<file path="src/rtl/regbank_writeback.sv">
// regbank_writeback
// Write-side front end for the CPU register bank. It merges two result
// sources into the bank's single write port:
//   - the in-order pipeline result (single-cycle, no backpressure), and
//   - the multi-cycle unit result (valid/ready), buffered in a small FIFO.
// It also keeps a per-register pending-write scoreboard. The REG stage
// queries it to stall on operands that are still waiting for a multi-cycle
// result.
//
// Ports:
//   clk, reset                 clock, synchronous active-high reset
//   pipe_we/addr/data          pipeline result (wins arbitration unless addr 0)
//   mc_issue, mc_issue_addr    multi-cycle op issued; marks destination busy
//   mc_valid/ready/addr/data   multi-cycle result handshake into the FIFO
//   chk_addr_a, chk_addr_b     REG-stage operand indices to check
//   hazard                     combinational: either operand is busy
//   stall_req                  registered: FIFO head starved, hold pipe_we low
//   busy_mask                  registered scoreboard, bit i = write pending
//   we, addr_d, data_d         registered register-bank write port
module regbank_writeback #(
    parameter int DATA_W       = 32,
    parameter int ADDR_W       = 4,
    parameter int FIFO_DEPTH   = 2,
    parameter int STARVE_LIMIT = 4
) (
    input  logic                   clk,
    input  logic                   reset,
    input  logic                   pipe_we,
    input  logic [ADDR_W-1:0]      pipe_addr,
    input  logic [DATA_W-1:0]      pipe_data,
    input  logic                   mc_issue,
    input  logic [ADDR_W-1:0]      mc_issue_addr,
    input  logic                   mc_valid,
    output logic                   mc_ready,
    input  logic [ADDR_W-1:0]      mc_addr,
    input  logic [DATA_W-1:0]      mc_data,
    input  logic [ADDR_W-1:0]      chk_addr_a,
    input  logic [ADDR_W-1:0]      chk_addr_b,
    output logic                   hazard,
    output logic                   stall_req,
    output logic [2**ADDR_W-1:0]   busy_mask,
    output logic [ADDR_W-1:0]      addr_d,
    output logic [DATA_W-1:0]      data_d,
    output logic                   we
);

    localparam int NREG  = 2**ADDR_W;
    localparam int PTR_W = $clog2(FIFO_DEPTH);
    localparam int CNT_W = $clog2(FIFO_DEPTH + 1);
    localparam int STV_W = $clog2(STARVE_LIMIT + 1);

    typedef struct packed {
        logic [ADDR_W-1:0] addr;
        logic [DATA_W-1:0] data;
    } entry_t;

    // FIFO storage and control
    entry_t              mem_q [FIFO_DEPTH];
    logic [PTR_W-1:0]    wr_ptr_q, wr_ptr_d;
    logic [PTR_W-1:0]    rd_ptr_q, rd_ptr_d;
    logic [CNT_W-1:0]    count_q, count_d;

    // Starvation tracking
    logic [STV_W-1:0]    starve_q, starve_d;
    logic                stall_q, stall_d;

    // Scoreboard
    logic [NREG-1:0]     busy_q, busy_d;

    // Registered write port
    logic                wr_en_q, wr_en_d;
    logic [ADDR_W-1:0]   wr_addr_q, wr_addr_d;
    logic [DATA_W-1:0]   wr_data_q, wr_data_d;

    entry_t              head;
    logic                fifo_empty;
    logic                push;
    logic                pop;
    logic                pipe_win;
    logic                head_writes;

    assign head        = mem_q[rd_ptr_q];
    assign fifo_empty  = (count_q == '0);
    // Ready depends only on the registered count, so a full FIFO cannot
    // accept in the same cycle it pops.
    assign mc_ready    = (count_q < CNT_W'(FIFO_DEPTH));
    assign push        = mc_valid && mc_ready;
    // A pipeline write to register 0 is a no-op and does not block the FIFO.
    assign pipe_win    = pipe_we && (pipe_addr != '0);
    assign pop         = !pipe_win && !fifo_empty;
    // A popped head for register 0 consumes its slot but produces no write.
    assign head_writes = pop && (head.addr != '0);

    assign hazard      = busy_q[chk_addr_a] | busy_q[chk_addr_b];
    assign stall_req   = stall_q;
    assign busy_mask   = busy_q;
    assign we          = wr_en_q;
    assign addr_d      = wr_addr_q;
    assign data_d      = wr_data_q;

    // Next-state logic for FIFO pointers, starve counter, scoreboard and
    // write port.
    always_comb begin
        // NOTE: every signal gets a default before any branch so no path
        // leaves it unassigned, which would otherwise infer a latch.
        wr_ptr_d  = wr_ptr_q;
        rd_ptr_d  = rd_ptr_q;
        count_d   = count_q;
        starve_d  = starve_q;
        busy_d    = busy_q;
        wr_en_d   = 1'b0;
        wr_addr_d = wr_addr_q;
        wr_data_d = wr_data_q;

        if (push) begin
            wr_ptr_d = wr_ptr_q + PTR_W'(1);
        end
        if (pop) begin
            rd_ptr_d = rd_ptr_q + PTR_W'(1);
        end
        count_d = count_q + CNT_W'(push) - CNT_W'(pop);

        // The counter saturates at the limit; it only needs to signal
        // "starved long enough" and must not wrap if the pipeline keeps
        // winning while stall_req is up.
        if (pop) begin
            starve_d = '0;
        end else if (!fifo_empty && pipe_win && (starve_q < STV_W'(STARVE_LIMIT))) begin
            starve_d = starve_q + STV_W'(1);
        end

        // Stall is held until the starved head finally pops.
        stall_d = (starve_q == STV_W'(STARVE_LIMIT)) && !pop;

        // Clear first, set second: a same-cycle set of the same bit wins.
        if (pop) begin
            busy_d[head.addr] = 1'b0;
        end
        if (mc_issue && (mc_issue_addr != '0)) begin
            busy_d[mc_issue_addr] = 1'b1;
        end
        busy_d[0] = 1'b0;

        if (pipe_win) begin
            wr_en_d   = 1'b1;
            wr_addr_d = pipe_addr;
            wr_data_d = pipe_data;
        end else if (head_writes) begin
            wr_en_d   = 1'b1;
            wr_addr_d = head.addr;
            wr_data_d = head.data;
        end
    end

    // NOTE: sequential state uses non-blocking assignments so every flop
    // samples its _d value from before the clock edge.
    always_ff @(posedge clk) begin
        if (reset) begin
            wr_ptr_q  <= '0;
            rd_ptr_q  <= '0;
            count_q   <= '0;
            starve_q  <= '0;
            stall_q   <= 1'b0;
            busy_q    <= '0;
            wr_en_q   <= 1'b0;
            wr_addr_q <= '0;
            wr_data_q <= '0;
        end else begin
            wr_ptr_q  <= wr_ptr_d;
            rd_ptr_q  <= rd_ptr_d;
            count_q   <= count_d;
            starve_q  <= starve_d;
            stall_q   <= stall_d;
            busy_q    <= busy_d;
            wr_en_q   <= wr_en_d;
            wr_addr_q <= wr_addr_d;
            wr_data_q <= wr_data_d;
        end
    end

    // NOTE: the FIFO storage is deliberately not reset; emptying is done by
    // the pointers and count, and stale entries are never read.
    always_ff @(posedge clk) begin
        if (push) begin
            mem_q[wr_ptr_q] <= '{addr: mc_addr, data: mc_data};
        end
    end

endmodule

</file>
<file path="config.mk">
export PLATFORM = sky130hd
export DESIGN_NAME = regbank_writeback
export DESIGN_NICKNAME = d
export VERILOG_FILES = /design/src/rtl/regbank_writeback.sv
export SDC_FILE = /design/constraint.sdc
export NUM_CORES = 1
export LEC_CHECK = 0
export CORE_MARGIN = 1.5
export CORE_UTILIZATION = 53
export CTS_CLUSTER_SIZE = 12
export DETAILED_ROUTE_END_ITERATION = 8
export GPL_TIMING_DRIVEN = 0
export PLACE_DENSITY_LB_ADDON = 0.3
export SYNTH_ARGS = -nofsm -noshare
export SYNTH_HDL_FRONTEND = slang
export SYNTH_SLANG_ARGS = --single-unit
</file>
<file path="constraint.sdc">
create_clock -name clk -period 7.45 [get_ports clk]
set_clock_uncertainty 0.1 [all_clocks]
set_input_delay 1.49 -clock clk [delete_from_list [all_inputs] [get_ports clk]]
set_output_delay 1.49 -clock clk [all_outputs]
set_load 0.05 [all_outputs]
</file>
==> flow_summary.toml, run 1 <==
[outcome]
status = "finished, final reports clean"

[place]
dp_hpwl_um = 9913
routabilityCongestion = 0.8285
port-buffer-count = 141
dp_slack_ps = 1686

[worst_setup_path]
r2r_slack_ps = 5360
worstPathRequired_ps = 5860
worstPathArrival_ps = 4170
path_cells = "clkdlybuf4s50_1 > mux4_1 > mux4_2 > a211o_1 > clkdlybuf4s50_1"
endpoint_kind = "primary output"
cp_common_cell = "clkdlybuf4s50_1"
cp_slowest_stage_delay_ps = 700
worstSetupEndpoint = "hazard"
critPathKind = "input pin to primary output"
cp-startpoint = "chk_addr_a[1]"
rr_worst_depth = 7
worst-path-max-fanout = 5
r2r-end = "data_d[7]$_SDFFE_PP0P_"
slowest_stage = "clkdlybuf4s50_1"
start_kind = "input pin"

[layout]
drive_gt1_share_pct = 10.05
syn_to_final_growth_pct = 37.42
antenna_cells = 0
final_nets = 726

[clock_tree]
clk_pin_slew_ps = 60
root_buffer = "clkbuf_8"
clock_latency_ps = 520
cts_tree = "built"
h-tree-depth = 4
cts_resized = 0
cts_hold_buf = 0
numCtsBuffers = 17
cts_setup_buffers = 0
clock_path_buffers = 2
clock-sinks = 133

[yosys]
syn-cell-area_mm2 = 0.005762
synth_cell_types = 42
synth_flop_cell = "edfxtp_1"
ys_ff_latch = 133
synth_area_leaders = "edfxtp_1 (38%), dfxtp_1 (21%), mux2i_1 (13%), o211ai_1 (5.5%), nand2_1 (4.9%)"
synth_top_area_share_pct = 37.52
synth_top_cell_by_area = "edfxtp_1"
async_flop_share_pct = 0
synth_edf_count = 72
syn_nets = 565
synthCells = 473
synth_most_common_cell = "nand2_1"
synthTopCellsByCount = "nand2_1 (75), edfxtp_1 (72), mux2i_1 (72)"
yosysWarnings = 0
synth.yosys.seq_area_share_pct = 58.72
syn_avg_cell_area_um2 = 12.18

[global_routing]
grt_pass1_vias = 4522
grt.overflow.total = 0
grt_pass1_wl_um = 22020
antenna_found_initial = 0
grt_start_max_net_pins = 37
track_usage_pct = 25.51

[sta]
layout_setup_ws_ps = 1695
hold_viol_final = 0
max_freq_mhz = 173.8
setup_viol = 0
slew_violations = 0
slew_headroom_pct = 38.05
worst_pin_slew_ps = 929.3
fin_crit_sh_pct = 77.25
rsz0062_at_grt = "false"
layout_min_cycle_time_ps = 5755
finalSetupTns_ps = 0

[floorplanning]
core-area_mm2 = 0.01042
dieHeight_um = 107.3
initial_utilization_pct = 55.32
die_area_mm2 = 0.01151
rows = 37
ios = 145
die_x_um = 107.3

[power_and_ir_drop]
powerDensity_mw_per_mm2 = 325.2
vdd_drop_max_mv = 0.2587
p_leak_nw = 2.839

[drt]
drt_iter0_markers = 195
vias = 4410
drc = 0
wirelength_um = 14180
vias_per_cell = 5.632
dr.pass1.iters = 4
ant_nets = 0
routedWlPerCell_um = 18.10

[run]
drv_cap = 0

[worst_hold_path]
hold_path_class = "flip-flop to flip-flop"
logic make-up after synthesis:
| group | after synthesis | share of synthesized area (%) |
|---|---|---|
| DFF | 133 | 58.72 |
| muxes | 87 | 17.00 |
| xor gates and xnor gates | 4 | 0.6081 |
| AOI/OAI and AO/OA | 77 | 9.381 |
| other | 1 | 0.06508 |
| adders and majority gates | 3 | 0.6515 |
| buffers and inverters | 37 | 3.149 |
| and+or+nand+nor | 131 | 10.42 |
through the flow:
| stage | total power, W | area (um^2) | std cells | hold slack (ps) | utilization (%) |
|---|---|---|---|---|---|
| 2_1_floorplan | 0.001538 | 5762 | 473 | 340.5 | - |
| 3_3_place_gp | 0.001788 | 7343 | 750 | 345.3 | 70.50 |
| 3_5_place_dp | 0.001814 | 7372 | 751 | 353.9 | 70.77 |
| 4_1_cts | 0.002582 | 7918 | 783 | 362.8 | 76.01 |
| 5_1_grt | 0.002674 | 7918 | 783 | 380.0 | 76.01 |
| 6_report | 0.002574 | 7918 | 783 | 358.4 | 76.01 |
sequential cells by signal, summed over array words and instances (netlist names), named ones only:
register and count:
addr_d 4, wr_ptr_q 1, mem_q 72, stall_req 1, data_d 32, busy_mask 15
rd_ptr_q 1, count_q 2, starve_q 3, we 1
cells in the final DEF, fill, tap and decap left out, types with 6 or more instances in the layout:
| master | synthesis | final |
|---|---|---|
| clkbuf_16 | 0 | 16 |
| mux2i_1 | 72 | 72 |
| nand2_1 | 75 | 75 |
| o211ai_1 | 42 | 42 |
| clkbuf_1 | 17 | 18 |
| o21ai_0 | 14 | 14 |
| buf_2 | 10 | 10 |
| dfxtp_1 | 61 | 61 |
| a21oi_1 | 8 | 8 |
| clkdlybuf4s50_1 | 0 | 141 |
| nor2_1 | 20 | 19 |
| nor3b_1 | 6 | 6 |
| edfxtp_1 | 72 | 72 |
| mux2_2 | 8 | 8 |
worst min path at each step:
stage                        startpoint                       to  slack [ps]  cells past startpoint
5_1_grt          data_d[5]$_SDFFE_PP0P_   data_d[5]$_SDFFE_PP0P_         380                      2
4_1_cts         data_d[25]$_SDFFE_PP0P_  data_d[25]$_SDFFE_PP0P_         360                      2
6_report        data_d[25]$_SDFFE_PP0P_  data_d[25]$_SDFFE_PP0P_         360                      2
3_3_place_gp    data_d[25]$_SDFFE_PP0P_  data_d[25]$_SDFFE_PP0P_         350                      2
3_5_place_dp     data_d[5]$_SDFFE_PP0P_   data_d[5]$_SDFFE_PP0P_         350                      2
2_1_floorplan  starve_q[2]$_SDFFE_PP0P_     stall_req$_SDFF_PP0_         340                      2
layer usage:
layer | share of wire, % | vias to the layer above | global-route usage [%]
li1 | - | 2072 | -
met3 | 6.9 | 25 | 6.840
met1 | 40 | 2140 | 29.58
met5 | 0 | - | 0
met4 | 2.0 | 0 | 9.810
met2 | 51 | 173 | 44.90
layout make-up:
cell class / instances / area [um^2]
Clock inverter: 14 / 127.6
Clock buffer: 18 / 417.9
Timing Repair Buffer: 142 / 1431
Multi-Input combinational cell: 303 / 2206
Buffer: 32 / 162.7
Fill cell: 680 / 2499
Sequential cell: 133 / 3383
Tap cell: 136 / 170.2
Inverter: 5 / 18.77
report_power, final:
part / switching, W / internal (W)
sequential: 0.0000563 / 0.000914
combinational: 0.000506 / 0.000327
clock: 0.000327 / 0.000445
worst max-delay path, delay by kind of cell:
family                 cells  cell delay (ps)
AO/OA/AOI/OAI              1              280
buffers and inverters      2             1320
multiplexers               2             1080
No activity file was read; power rests on OpenSTA's default activity.
==> run 2, diff against run 1 <==
--- a/config.mk
+++ b/config.mk
@@ -6,7 +6,7 @@
 export NUM_CORES = 1
 export LEC_CHECK = 0
 export CORE_MARGIN = 1.5
-export CORE_UTILIZATION = 53
+export CORE_UTILIZATION = 49
 export CTS_CLUSTER_SIZE = 12
 export DETAILED_ROUTE_END_ITERATION = 8
 export GPL_TIMING_DRIVEN = 0
==> constraint.sdc (replaced) <==
create_clock -name clk -period 6 [get_ports clk]
set_clock_uncertainty 0.1 [all_clocks]
set_input_delay 1.2 -clock clk [delete_from_list [all_inputs] [get_ports clk]]
set_output_delay 1.2 -clock clk [all_outputs]
set_load 0.05 [all_outputs]
==> run 2 against run 1 <==
Against the previous run:
- utilization fell by 6.3 points
- combinational power grew 25%
- wire length increased by 1.1%
- via count decreased by 0.75%
- final area up 0.58%
- hold slack improved by 2.1 ps
- count of clock-buffer cells in the layout unchanged
- first-iteration DRC count grew 15%
- register-to-register slack worse by 1400 ps
- sequential share of layout area is 0.25 points lower
- critical path type unchanged
- largest power group unchanged
==> flow_summary.toml, run 2 (synthesis results as in run 1) <==
[outcome]
status = "finished, final reports clean"

[clock_tree]
cts_hold_buf = 0
numCtsBuffers = 17
clock-sinks = 133
clock_path_buffers = 2
cts_setup_buffers = 0
root_buffer = "clkbuf_16"
cts_tree = "built"
clock_latency_ps = 410
h-tree-depth = 4
cts_resized = 0
clk_pin_slew_ps = 50

[run]
drv_cap = 0

[place]
dp_slack_ps = 803.1
post_dp_cell_area_mm2 = 0.007388
dp_hpwl_um = 10230
port-buffer-count = 141
routabilityCongestion = 0.8933

[drt]
drt_iter0_markers = 225
vias_per_cell = 5.541
dr.pass1.iters = 4
drc = 0
ant_nets = 0
routedWlPerCell_um = 18.15
wirelength_um = 14340
vias = 4377

[layout]
regMostFlops = "mem_q"
drive_gt1_share_pct = 10.36
final_common_cell = "clkdlybuf4s50_1"
final_nets = 726
largest_reg_flops = 72
syn_to_final_growth_pct = 38.22
multi_input_area_mm2 = 0.002206
finalInstanceArea_mm2 = 0.007964
n_fill_cell = 867
antenna_cells = 0
layout_common_cells = "clkdlybuf4s50_1 (141), nand2_1 (75), mux2i_1 (72), edfxtp_1 (72), dfxtp_1 (61)"
ff_latch_area_mm2 = 0.003383

[worst_setup_path]
path_cells = "clkdlybuf4s50_1 > mux4_1 > mux4_2 > a211o_1 > clkdlybuf4s50_1"
cp_common_cell = "clkdlybuf4s50_1"
worstPathRequired_ps = 4700
critPathKind = "input pin to primary output"
worst-path-max-fanout = 5
slowest_stage = "clkdlybuf4s50_1"
cp_slowest_stage_delay_ps = 700
start_kind = "input pin"
endpoint_kind = "primary output"
worstPathArrival_ps = 3880

[sta]
max_freq_mhz = 193.0
setup_viol = 0
finalSetupTns_ps = 0
hold_viol_final = 0
layout_min_cycle_time_ps = 5180
worst_pin_slew_ps = 888.0
layout_setup_ws_ps = 819.8
fin_crit_sh_pct = 86.34
slew_headroom_pct = 40.80
slew_violations = 0
rsz0062_at_grt = "false"

[worst_hold_path]
hold_path_class = "flip-flop to flip-flop"

[global_routing]
antenna_found_initial = 0
grt_start_max_net_pins = 37
grt_pass1_wl_um = 22540
track_usage_pct = 23.50
grt.overflow.total = 0
grt_pass1_vias = 4458

[floorplanning]
core-area_mm2 = 0.01142
die_x_um = 111.4
ios = 145
initial_utilization_pct = 50.46
dieHeight_um = 111.4
rows = 39
die_area_mm2 = 0.01242

[power_and_ir_drop]
vdd_drop_max_mv = 0.2296
powerDensity_mw_per_mm2 = 408.3
p_leak_nw = 2.867
-- run 2: cell count changes in the layout (fill, tap and decap cells not counted), sizes merged --
cell / change
bufinv: +1
clkinv: +5
clkinvlp: -1
inv: -5
-- run 2: where the power goes --
| group | internal [W] | switching, W | leakage (nW) |
|---|---|---|---|
| logic | 0.000408 | 0.000635 | 1.42 |
| registers | 0.00113 | 0.0000697 | 1.18 |
| clock network | 0.000617 | 0.000387 | 0.275 |
| total | 0.00216 | 0.00109 | 2.87 |
-- run 2: layout make-up --
type / instances / share of cell area (%)
multi-input cells: 303 / 27.70
clock buffers: 18 / 5.515
well taps: 143 / 2.247
flip-flops and latches: 133 / 42.48
clock inverters: 14 / 1.712
inverters: 5 / 0.2357
plain buffers: 32 / 2.042
repair buffers: 142 / 18.07
-- run 2: critical path: cells and delay by family --
| family | cells | cell delay (ps) |
|---|---|---|
| multiplexers | 2 | 1090 |
| buffers and inverters | 2 | 1320 |
| AO/OA/AOI/OAI | 1 | 270 |
-- run 2: routing by layer --
layer | vias up | part of all wire, % | routed length [um] | global-route usage, %
met4 | 0 | 2.9 | 415 | 11.05
met5 | - | 0 | 0 | 0
met3 | 32 | 6.3 | 908 | 6.696
met2 | 178 | 49 | 7041 | 38.90
li1 | 2079 | - | - | -
met1 | 2088 | 42 | 5974 | 28.51
-- run 2: path summary, 6_finish.rpt --
kind                           start                 endpoint  slack, ps  cells after the start
max reg2reg                flip-flop  data_d[17]$_SDFFE_PP0P_       3930                      7
min reg2reg  data_d[24]$_SDFFE_PP0P_  data_d[24]$_SDFFE_PP0P_        360                      2
max                    chk_addr_a[1]                   hazard        820                      5
min          data_d[24]$_SDFFE_PP0P_  data_d[24]$_SDFFE_PP0P_        360                      2
-- run 2: through the flow --
stage          util [%]  power, W  cells  hold slack [ps]
3_5_place_dp      64.71  0.002260    758            351.8
3_3_place_gp      64.39  0.002221    757            348.3
2_1_floorplan         -  0.001909    473            340.5
6_report          69.75  0.003252    790            360.5
4_1_cts           69.75  0.003263    790            363.7
5_1_grt           69.75  0.003380    790            379.6
==> run 3, diff against run 2 <==
--- a/config.mk
+++ b/config.mk
@@ -5,11 +5,13 @@
 export SDC_FILE = /design/constraint.sdc
 export NUM_CORES = 1
 export LEC_CHECK = 0
+export ABC_CLOCK_PERIOD_IN_PS = 6000
 export CORE_MARGIN = 1.5
 export CORE_UTILIZATION = 49
 export CTS_CLUSTER_SIZE = 12
 export DETAILED_ROUTE_END_ITERATION = 8
 export GPL_TIMING_DRIVEN = 0
+export MAX_ROUTING_LAYER = met4
 export PLACE_DENSITY_LB_ADDON = 0.3
 export SYNTH_ARGS = -nofsm -noshare
 export SYNTH_HDL_FRONTEND = slang
==> run 3 against run 2 <==
Against the previous run:
- final area did not move
- final cell count unchanged
- non-clock buffer count did not move
- wire length shrank 0.37%
- setup slack about the same
- maximum frequency about the same
- critical path depth stayed put
- total power is 0.11% lower
- critical path type unchanged
- highest routed layer unchanged
==> flow_summary.toml, run 3 (synthesis results as in run 1) <==
[floorplanning]
core-area_mm2 = 0.01142
dieHeight_um = 111.4
initial_utilization_pct = 50.46
die_x_um = 111.4
die_area_mm2 = 0.01242
ios = 145
rows = 39

[worst_setup_path]
slowest_stage = "clkdlybuf4s50_1"
cp_common_cell = "clkdlybuf4s50_1"
endpoint_kind = "primary output"
cp_slowest_stage_delay_ps = 700
cp-startpoint = "chk_addr_a[1]"
worstPathRequired_ps = 4700
path_cells = "clkdlybuf4s50_1 > mux4_1 > mux4_2 > a211o_1 > clkdlybuf4s50_1"
worst-path-max-fanout = 5
start_kind = "input pin"
critPathKind = "input pin to primary output"
worstPathArrival_ps = 3880

[drt]
wirelength_um = 14290
drc = 0
routedWlPerCell_um = 18.08
dr.pass1.iters = 5
drt_iter0_markers = 210
ant_nets = 0
vias = 4401
vias_per_cell = 5.571

[place]
dp_hpwl_um = 10230
dp_slack_ps = 803.1
port-buffer-count = 141
routabilityCongestion = 0.9084

[clock_tree]
cts_hold_buf = 0
cts_resized = 0
root_buffer = "clkbuf_16"
clock-sinks = 133
cts_tree = "built"
cts_setup_buffers = 0
clk_pin_slew_ps = 50
clock_path_buffers = 2
h-tree-depth = 4
clock_latency_ps = 410
numCtsBuffers = 17

[power_and_ir_drop]
p_leak_nw = 2.867
vdd_drop_max_mv = 0.2295
powerDensity_mw_per_mm2 = 407.9

[sta]
max_freq_mhz = 193.0
setup_viol = 0
fin_crit_sh_pct = 86.34
layout_setup_ws_ps = 819.8
layout_min_cycle_time_ps = 5180
slew_headroom_pct = 39.45
hold_viol_final = 0
slew_violations = 0
finalSetupTns_ps = 0
rsz0062_at_grt = "false"
worst_pin_slew_ps = 908.3

[layout]
layout_common_cells = "clkdlybuf4s50_1 (141), nand2_1 (75), mux2i_1 (72), edfxtp_1 (72), dfxtp_1 (61)"
regMostFlops = "mem_q"
largest_reg_flops = 72
n_fill_cell = 867
syn_to_final_growth_pct = 38.22
multi_input_area_mm2 = 0.002206
ff_latch_area_mm2 = 0.003383
final_nets = 726
drive_gt1_share_pct = 10.36
final_common_cell = "clkdlybuf4s50_1"
antenna_cells = 0

[global_routing]
grt_start_max_net_pins = 37
grt_pass1_wl_um = 22510
track_usage_pct = 24.20
grt_pass1_vias = 4475
grt.overflow.total = 0
antenna_found_initial = 0

[outcome]
status = "finished, final reports clean"

[worst_hold_path]
min_from = "data_d[24]$_SDFFE_PP0P_"
hold_path_class = "flip-flop to flip-flop"

[run]
drv_cap = 0
-- run 3: cell counts in the layout (fill, tap and decap cells not counted) --
Identical to the previous run, type by type.
-- run 3: final timing paths --
kind                        endpoint  slack, ps  depth (start not counted)
max reg2reg  data_d[17]$_SDFFE_PP0P_       3910                          7
max                           hazard        820                          5
min          data_d[24]$_SDFFE_PP0P_        360                          2
min reg2reg  data_d[24]$_SDFFE_PP0P_        360                          2
-- run 3: final cells by class --
| class | count | share of cell area [%] |
|---|---|---|
| repair buffers | 142 | 18.07 |
| flip-flops and latches | 133 | 42.48 |
| clock inverters | 14 | 1.712 |
| inverters | 5 | 0.2357 |
| plain buffers | 32 | 2.042 |
| well taps | 143 | 2.247 |
| clock buffers | 18 | 5.515 |
| multi-input cells | 303 | 27.70 |
-- run 3: critical path, delay by kind of cell --
| kind | cells | cell delay, ps |
|---|---|---|
| AOI/OAI and AO/OA | 1 | 270 |
| buffers and inverters | 2 | 1320 |
| muxes | 2 | 1090 |
-- run 3: metal layers --
| layer | up-vias | wire [um] | track usage, % |
|---|---|---|---|
| met4 | 0 | 408 | 11.14 |
| met5 | - | 0 | - |
| met2 | 190 | 7048 | 38.94 |
| met1 | 2101 | 5866 | 28.48 |
| li1 | 2080 | - | - |
| met3 | 30 | 964 | 6.532 |
-- run 3: metrics by stage --
stage | instance area, um^2 | std cells | hold WS (ps) | power, W | util (%)
2_1_floorplan | 5762 | 473 | 340.5 | 0.001909 | -
3_3_place_gp | 7352 | 757 | 348.3 | 0.002221 | 64.39
3_5_place_dp | 7388 | 758 | 351.8 | 0.002260 | 64.71
4_1_cts | 7964 | 790 | 363.7 | 0.003263 | 69.75
5_1_grt | 7964 | 790 | 379.6 | 0.003380 | 69.75
6_report | 7964 | 790 | 360.5 | 0.003248 | 69.75
-- run 3: power breakdown --
part	internal (W)	switching, W
Sequential	0.00113	0.0000698
Combinational	0.000408	0.000635
Clock	0.000617	0.000383
